<file path="src/rtl/sync_dualram_pkg.sv">
// Shared types and helpers for the sync_dualram_clr storage primitive.
// Optional parity storage is enabled with the SYNC_DUALRAM_PARITY_EN macro.
package sync_dualram_pkg;

  // Clear-engine FSM states
  typedef enum logic {
    CLEAR = 1'b0,
    READY = 1'b1
  } state_t;

  // Source of the registered read word presented on rd_data
  typedef enum logic [1:0] {
    SRC_ZERO = 2'd0,
    SRC_CORE = 2'd1,
    SRC_BYP  = 2'd2,
    SRC_INIT = 2'd3
  } rd_src_t;

  localparam int DEF_DATA_WIDTH = 8;
  localparam int DEF_ADDR_WIDTH = 4;
  localparam int DEF_DEPTH      = 16;

  // Even parity: XOR-reduce of the word (callers zero-extend to 64 bits)
  function automatic logic even_parity(input logic [63:0] word);
    return ^word;
  endfunction

endpackage

</file>
<file path="src/rtl/dualram_core.sv">
// Bare storage array: one write port, one registered read port, no reset,
// no control. The read register only updates when re is high.
module dualram_core #(
  parameter int DATA_WIDTH = 8,
  parameter int ADDR_WIDTH = 4,
  parameter int DEPTH      = 16
) (
  input  logic                  clk,
  input  logic                  we,
  input  logic [ADDR_WIDTH-1:0] waddr,
  input  logic [DATA_WIDTH-1:0] wdata,
  input  logic                  re,
  input  logic [ADDR_WIDTH-1:0] raddr,
  output logic [DATA_WIDTH-1:0] rdata
);

  logic [DATA_WIDTH-1:0] mem [DEPTH];

  // Write stage: store the word on the rising edge
  always_ff @(posedge clk) begin
    if (we) begin
      mem[waddr] <= wdata;
    end
  end

  // Read stage: registered read, holds when re is low
  always_ff @(posedge clk) begin
    if (re) begin
      rdata <= mem[raddr];
    end
  end

endmodule

</file>
<file path="src/rtl/sync_dualram_clr.sv">
// Synchronous simple dual-port RAM with a clear engine, write-first bypass,
// registered read with valid flag and out-of-range address detection.
// Define SYNC_DUALRAM_PARITY_EN to store an even-parity bit per word and
// expose rd_perr.
module sync_dualram_clr
  import sync_dualram_pkg::*;
#(
  parameter int                    DATA_WIDTH = DEF_DATA_WIDTH,
  parameter int                    ADDR_WIDTH = DEF_ADDR_WIDTH,
  parameter int                    DEPTH      = DEF_DEPTH,
  parameter logic [DATA_WIDTH-1:0] INIT_VALUE = '0
) (
  input  logic                  clk,
  input  logic                  rst,
  input  logic                  clr_req,
  input  logic                  wr_enb,
  input  logic [ADDR_WIDTH-1:0] wr_addr,
  input  logic [DATA_WIDTH-1:0] wr_data,
  input  logic                  rd_enb,
  input  logic [ADDR_WIDTH-1:0] rd_addr,
  output logic [DATA_WIDTH-1:0] rd_data,
  output logic                  rd_valid,
  output logic                  busy,
  output logic                  addr_err
`ifdef SYNC_DUALRAM_PARITY_EN
  ,
  output logic                  rd_perr
`endif
);

`ifdef SYNC_DUALRAM_PARITY_EN
  localparam int WORD_W = DATA_WIDTH + 1;
`else
  localparam int WORD_W = DATA_WIDTH;
`endif

  localparam logic [ADDR_WIDTH:0]   DEPTH_V   = (ADDR_WIDTH+1)'(DEPTH);
  localparam logic [ADDR_WIDTH-1:0] LAST_ADDR = ADDR_WIDTH'(DEPTH - 1);

  state_t                state_q, state_d;
  logic [ADDR_WIDTH-1:0] clr_addr_q, clr_addr_d;

  logic                  ready_p0;
  logic                  wr_in_p0;
  logic                  rd_in_p0;
  logic                  wr_ok_p0;
  logic                  rd_acc_p0;
  logic                  byp_p0;
  logic                  err_p0;
  logic                  core_we_p0;
  logic                  core_re_p0;
  logic [ADDR_WIDTH-1:0] core_waddr_p0;
  logic [DATA_WIDTH-1:0] wdata_sel_p0;
  logic [WORD_W-1:0]     core_wdata_p0;

  logic [WORD_W-1:0]     core_rdata_p1;
  logic [DATA_WIDTH-1:0] byp_data_p1;
  rd_src_t               src_p1;
  logic                  vld_p1;
  logic                  err_p1;

  // FSM state register and clear address counter
  always_ff @(posedge clk or negedge rst) begin
    if (!rst) begin
      state_q    <= CLEAR;
      clr_addr_q <= '0;
    end else begin
      state_q    <= state_d;
      clr_addr_q <= clr_addr_d;
    end
  end

  // Next state: sweep every word once, then wait for a clear request
  always_comb begin
    state_d    = state_q;
    clr_addr_d = clr_addr_q;
    case (state_q)
      CLEAR: begin
        if (clr_addr_q == LAST_ADDR) begin
          state_d    = READY;
          clr_addr_d = '0;
        end else begin
          clr_addr_d = clr_addr_q + 1'b1;
        end
      end
      READY: begin
        if (clr_req) begin
          state_d    = CLEAR;
          clr_addr_d = '0;
        end
      end
      default: begin
        state_d    = CLEAR;
        clr_addr_d = '0;
      end
    endcase
  end

  assign busy = (state_q == CLEAR);

  // Stage p0: access qualification, range checks, bypass detect, write mux
  always_comb begin
    ready_p0      = (state_q == READY);
    wr_in_p0      = ({1'b0, wr_addr} < DEPTH_V);
    rd_in_p0      = ({1'b0, rd_addr} < DEPTH_V);
    wr_ok_p0      = ready_p0 && wr_enb && wr_in_p0;
    rd_acc_p0     = ready_p0 && rd_enb;
    byp_p0        = wr_ok_p0 && rd_acc_p0 && rd_in_p0 && (wr_addr == rd_addr);
    err_p0        = ready_p0 && ((wr_enb && !wr_in_p0) || (rd_enb && !rd_in_p0));
    core_we_p0    = busy || wr_ok_p0;
    core_re_p0    = rd_acc_p0 && rd_in_p0 && !byp_p0;
    core_waddr_p0 = busy ? clr_addr_q : wr_addr;
    wdata_sel_p0  = busy ? INIT_VALUE : wr_data;
`ifdef SYNC_DUALRAM_PARITY_EN
    core_wdata_p0 = {even_parity(64'(wdata_sel_p0)), wdata_sel_p0};
`else
    core_wdata_p0 = wdata_sel_p0;
`endif
  end

  dualram_core #(
    .DATA_WIDTH (WORD_W),
    .ADDR_WIDTH (ADDR_WIDTH),
    .DEPTH      (DEPTH)
  ) u_core (
    .clk   (clk),
    .we    (core_we_p0),
    .waddr (core_waddr_p0),
    .wdata (core_wdata_p0),
    .re    (core_re_p0),
    .raddr (rd_addr),
    .rdata (core_rdata_p1)
  );

  // Stage p1 control: valid, error pulse and read-word source selection
  always_ff @(posedge clk or negedge rst) begin
    if (!rst) begin
      vld_p1 <= 1'b0;
      err_p1 <= 1'b0;
      src_p1 <= SRC_ZERO;
    end else begin
      vld_p1 <= rd_acc_p0;
      err_p1 <= err_p0;
      if (rd_acc_p0) begin
        if (byp_p0) begin
          src_p1 <= SRC_BYP;
        end else if (rd_in_p0) begin
          src_p1 <= SRC_CORE;
        end else begin
          src_p1 <= SRC_INIT;
        end
      end
    end
  end

  // Stage p1 data: bypass word captured on a same-address collision
  always_ff @(posedge clk) begin
    if (byp_p0) begin
      byp_data_p1 <= wr_data;
    end
  end

  // Output select: reset shows zero, otherwise the word chosen at read time
  always_comb begin
    rd_data = '0;
    case (src_p1)
      SRC_CORE: rd_data = core_rdata_p1[DATA_WIDTH-1:0];
      SRC_BYP:  rd_data = byp_data_p1;
      SRC_INIT: rd_data = INIT_VALUE;
      default:  rd_data = '0;
    endcase
  end

`ifdef SYNC_DUALRAM_PARITY_EN
  // Parity check applies only to words that actually came from storage
  always_comb begin
    rd_perr = 1'b0;
    if (src_p1 == SRC_CORE) begin
      rd_perr = core_rdata_p1[DATA_WIDTH] ^
                even_parity(64'(core_rdata_p1[DATA_WIDTH-1:0]));
    end
  end
`endif

  assign rd_valid = vld_p1;
  assign addr_err = err_p1;

endmodule

</file>
<file path="config.mk">
export PLATFORM = sky130hd
export DESIGN_NAME = sync_dualram_clr
export DESIGN_NICKNAME = d
export VERILOG_FILES = /design/src/rtl/sync_dualram_pkg.sv /design/src/rtl/dualram_core.sv /design/src/rtl/sync_dualram_clr.sv
export SDC_FILE = /design/constraint.sdc
export NUM_CORES = 1
export LEC_CHECK = 0
export BUFFER_PORTS_ARGS = -buffer_cell sky130_fd_sc_hd__buf_2
export CAP_MARGIN = 0
export CORE_AREA = 3 3 81 140
export DETAILED_ROUTE_END_ITERATION = 16
export DIE_AREA = 0 0 84 143
export GPL_TIMING_DRIVEN = 0
export HOLD_SLACK_MARGIN = 0.1
export PLACE_DENSITY = 0.75
export SLEW_MARGIN = 20
export SYNTH_ARGS = -nofsm -noshare
export SYNTH_HDL_FRONTEND = slang
export SYNTH_SLANG_ARGS = --single-unit
</file>
<file path="constraint.sdc">
create_clock -name clk -period 4 [get_ports clk]
set_clock_uncertainty 0.1 [all_clocks]
set_input_delay 0.4 -clock clk [delete_from_list [all_inputs] [get_ports clk]]
set_output_delay 0.4 -clock clk [all_outputs]
set_load 0.02 [all_outputs]
</file>
# After elaboration in Yosys (flattened, before gate mapping)
# Memory sizes are Yosys's and may differ from the RTL's. A register that Yosys moved wholly into a read port is not among the register bits.
# Cells that the tools add are included.
[op_classes] n_eq_ne=5 bitwise=1 n_reduce_logical=7 addsub=1 mux=12
[ops] op="$pmux W8 S2" count=1
[ops] op="$mux W4" count=3
[ops] op="$mux W8" count=1
[ops] op="$pmux W4 S2" count=1
[ops] op="$logic_and A1 B1 Y1" count=5
[ops] op="$add A4 B1 Y4 const B" count=1
[ops] op="$eq A4 B4 Y1" count=1
[ops] op="$eq A4 B4 Y1 const B" count=1
[ops] op="$mux W1" count=4
[ops] op="$eq A2 B1 Y1 const B" count=1
[ops] op="$eq A2 B2 Y1 const B" count=1
[ops] op="$mux W2" count=1
[ops] op="$ne A2 B2 Y1 const B" count=1
[ops] op="$pmux W1 S2" count=1
[ops] op="$logic_not A1 Y1" count=1
[ops] op="$logic_or A1 B1 Y1" count=1
[ops] op="$not A1 Y1" count=1
[totals] mem_count=1 elab_cells=32 register_bits=16 mem_bits_rw=128 output_inout_bits=11
[mem_list] name="u_core.mem" depth=16 width=8 rd=1 rd_ports_with_merged_regs=1 wr=1 line="dualram_core.sv:17" text="logic [DATA_WIDTH-1:0] mem [DEPTH];"

# Logic depth before layout (Yosys ltp)
[logic_depth] word_depth=5 mapped_depth=6

# Hierarchy
# Synthesis repeated with hierarchy kept, for this count alone.
[unflattened] cells_unflattened=318 area_unflattened_um2=6135.9
[by_module_without_submodules] module="dualram_core" instances=1 area_each_um2=5227.5 cells_each=229 seq_area_each_um2=4083.9
[by_module_without_submodules] module="sync_dualram_clr" instances=1 area_each_um2=908.4 cells_each=89 seq_area_each_um2=440.4

# Least setup slack after synthesis
# No wires, ideal clock.
[synth_path] path_kind="in2reg" startpoint="in rd_addr[0]" endpoint="reg byp_data_p1[0], enable pin" path_slack_ns=1.856 setup_ns=0.388 t_arrival_ns=1.656 stages=5 cell_sequence="buf_6 > buf_6 > xnor2_1 > nand3_1 > nor3_1"
[synth_between] elab_chain_cells=2
[synth_lines] item="start, declared" line="sync_dualram_clr.sv:20" text="input logic [ADDR_WIDTH-1:0] rd_addr,"
[synth_lines] item="$eq A4 B4 Y1" line="sync_dualram_clr.sv:108" text="byp_p0 = wr_ok_p0 && rd_acc_p0 && rd_in_p0 && (wr_addr == rd_addr);"
[synth_lines] item="$logic_and A1 B1 Y1" line="sync_dualram_clr.sv:108"
[synth_lines] item="net byp_p0" line="sync_dualram_clr.sv:48" text="logic byp_p0;"
[synth_lines] item="end signal, assigned" line="sync_dualram_clr.sv:159" text="byp_data_p1 <= wr_data;"
[synth_lines] item="end, declared" line="sync_dualram_clr.sv:57" text="logic [DATA_WIDTH-1:0] byp_data_p1;"
# The timed path passes the listed nets, and every way through them passes these cells.
# A chain may end at the register's enable or synchronous reset.

# Worst setup path after layout
[layout_path] startpoint="reg state_q, in the netlist ready_p0" endpoint="mem u_core.mem[9][0], enable pin"
[layout_between] elab_chain_cells=4 word_cells_on_any_way=6
[layout_lines] item="start, declared" line="sync_dualram_clr.sv:40" text="state_t state_q, state_d;"
[layout_lines] item="start signal, assigned" line="sync_dualram_clr.sv:68" text="state_q <= state_d;"
[layout_lines] item="$logic_and A1 B1 Y1 or $not A1 Y1 (tied branches)" line="sync_dualram_clr.sv:106, sync_dualram_clr.sv:99"
[layout_lines] item="$logic_or A1 B1 Y1" line="sync_dualram_clr.sv:110" text="core_we_p0 = busy || wr_ok_p0;"
[layout_lines] item="$mux W1" line="dualram_core.sv:21" text="if (we) begin"
[layout_lines] item="$mux W1 (not written as such)" line="dualram_core.sv:22" text="mem[waddr] <= wdata;"
[layout_lines] item="end, declared" line="dualram_core.sv:17"
# Parallel ways exist; a longest one is shown, timed or not.

==> impl_results.md <==
- CTS H-tree lvls: 4
- Pwr/cell area: 680 nW/um2
- Number of enable flip-flop cells after synthesis: 144
- Reg clk slew, reported paths: 60 ps
- Setup crit end kind: flop
- Num rows: 49
- Sequential element share of the synthesized area: 74.0%
- Setup bufs post-CTS: 0
- Pin count of the biggest net entering global routing: 17
- Slew @ Worst Pin: 891 ps
- Placer congestion estimate: 0.859
- Fillers: 643
- First-pass GRT wire length: 20,100 um
- Synthesized flop and latch total: 152
- Die Span X: 84 um
- Initial antenna violation count: 0
- Antenna cell count: 0
- Vias in the first global route: 3,417
- Vias: 3,305
- Gr usage total: 23.7%
- Post-synthesis cell type count: 33
- Area growth, synth to finish: 17.4%
- Hold Path Class: in -> reg
- Clock buffer depth: 2
- Worst vdd ir: 0.000481 V
- Syn. warnings: 0
- Crit share post-route: 61.1%
- Final setup violation count: 0
- Floorplan core area: 10,400 um2
- I/O pins: 32
- # nets final: 408
- Mapped Cells: 328
- Post-CTS sizing: 0
- DR DRC count: 0
- Startpoint Class: flop
- Die Area: 12,000 um2
- Slew Viols, Final: 0
- Routed WL: 13,300 um
- Vias per cell: 6.31
- LEAKAGE: 2.51 nW
- Gr ovfl total: 0
- PortBufs: 28
- WS Path Type: reg -> reg
- TritonCTS clock tree: built
- Final hold vios: 0
- Fmax: 409 MHz
- WL/cell: 25.4 um
- Hold_buf cts: 9
- CTS Buf Count: 17
- Dpl hpwl: 8480 um
- Die height: 143 um
- Arr. time, crit path: 2390 ps
- FFs w/ async S/R, synth: 5.26%
- Critical path fanouts, max: 10
- Avg Cell Area, Syn: 18.6 um2
- Dpl cell area: 6420 um2
- Post-Layout Inst Area: 7170 um2
- Synth Flop Type: edfxtp_1
- Clk_lat worst skew: 420 ps
- DR iter-0 viols: 279
- Critical Path RT: 3940 ps
- Initial core utilization: 59.0%
- Syn_nets: 352
- Min Tclk post-route: 2440 ps
- Max-capacitance violation count: 0
- Slew headroom: 40.4%
- Status: finished, final reports clean
- Clock Tree Root: clkbuf_16
- Final TNS setup: 0 ps
- RSZ-0062 raised after global routing: no
- Layout cells sized above 1: 22.4%
- Clock Sinks: 152
- Synthesized area: 6110 um2
- Detail Route Antenna Nets: 0
- DRT Pass-1 Iters: 5
## layout make-up
type | count | area (um2) | share of cell area (%)
Tap cell | 127 | 159 | 2.21
Sequential cell | 152 | 4520 | 63.1
Clock inverter | 13 | 225 | 3.14
Multi-Input combinational cell | 149 | 1450 | 20.3
Inverter | 7 | 26.3 | 0.366
Timing Repair Buffer | 37 | 230 | 3.21
Clock buffer | 19 | 443 | 6.17
Buffer | 20 | 113 | 1.57
## Yosys cell counts, drive strengths merged, types with 2 or more instances
cell	instances	area (um2)
inv	6	22.5
edfxtp	144	4320
mux4	32	762
nor2	30	113
dfrtp	8	200
o2bb2ai	2	17.5
a22oi	24	180
nand2	16	60.1
a31oi	3	18.8
a32oi	2	17.5
o22ai	2	12.5
ha	3	37.5
buf	12	82.6
and2	9	56.3
a21oi	3	15.0
nor2b	3	18.8
nor3	4	20.0
nand3	3	15.0
clkbuf	8	30.0
xnor2	5	43.8
## path summary, 6_finish.rpt
| path | start | to | slack [ps] | depth (start not counted) |
|---|---|---|---|---|
| worst max-delay path | ready_p0 | u_core.mem[9][0] | 1560 | 4 |
| worst min-delay path | clr_req | clr_addr_q[0] | 120 | 2 |
| worst max register to register | ready_p0 | u_core.mem[9][0] | 1560 | 4 |
| worst min register to register | src_p1[1] | src_p1[1] | 420 | 1 |
| max in group asynchronous | rst | src_p1[0] | 3350 | 2 |
| min in group asynchronous | rst | ready_p0 | 260 | 2 |
## report_power, final
group / internal, mW / switching [mW] / leakage, nW
registers: 2.12 / 0.0839 / 1.43
clock network: 1.18 / 0.623 / 0.315
logic: 0.282 / 0.589 / 0.765
## sequential cells by signal (all words and copies together), names as in the netlist
| signal | cells |
|---|---|
| src_p1 | 2 |
| ready_p0 | 1 |
| clr_addr_q | 4 |
| u_core.mem | 128 |
| byp_data_p1 | 8 |
| rd_valid | 1 |
| u_core.rdata | 8 |
## stage by stage
step	power [mW]	std cells	hold WS, ps	util [%]	worst slack (ps)
finish	4.88	524	124	69.2	1560
global route	5.04	524	118	69.2	1450
CTS	4.90	524	111	69.2	1550
detailed placement	3.09	483	161	61.9	1570
global placement	3.04	483	154	61.9	1520
floorplan	2.77	328	4.41	-	1860
## layer usage
metal  up-vias  wire length [um]  GRT usage [%]  share of wire (%)
li1       1428                 -              -                  -
met1      1696              4790           27.3                 36
met2       165              7520           43.1                 56
met3        16               778           6.52                5.8
met4         0               238           7.46                1.8
met5         -                 0              0                  0
## worst max-delay path, cell delays in order, from the launching register on
cell and delay (ps):
dfrtp_1 310, buf_2 200, clkinv_1 240, o32a_1 490
nor2_1 710
## cell families (layout without fill, tap and decap cells)
logic type	Yosys count	in the layout	synth area share, %
adders and majority gates	3	3	0.614
DFF	152	152	74.0
and+or+nand+nor	65	65	4.63
buffers and inverters	27	96	2.27
xor gates and xnor gates	5	5	0.716
other	1	1	0.0614
AOI/OAI and AO/OA	42	42	5.06
muxes	33	33	12.6
## placed cells by master (no fill, tap or decap), types with 5 or more instances in the layout
| master | count |
|---|---|
| bufinv_16 | 6 |
| edfxtp_1 | 144 |
| clkbuf_1 | 9 |
| inv_1 | 6 |
| xnor2_1 | 5 |
| a22oi_1 | 24 |
| buf_2 | 31 |
| nand2_1 | 16 |
| dfrtp_1 | 8 |
| mux4_1 | 11 |
| mux4_2 | 21 |
| nor2_1 | 30 |
| and2_1 | 9 |
| dlygate4sd3_1 | 9 |
| clkbuf_16 | 17 |
Power figures use the tool's default switching activity.
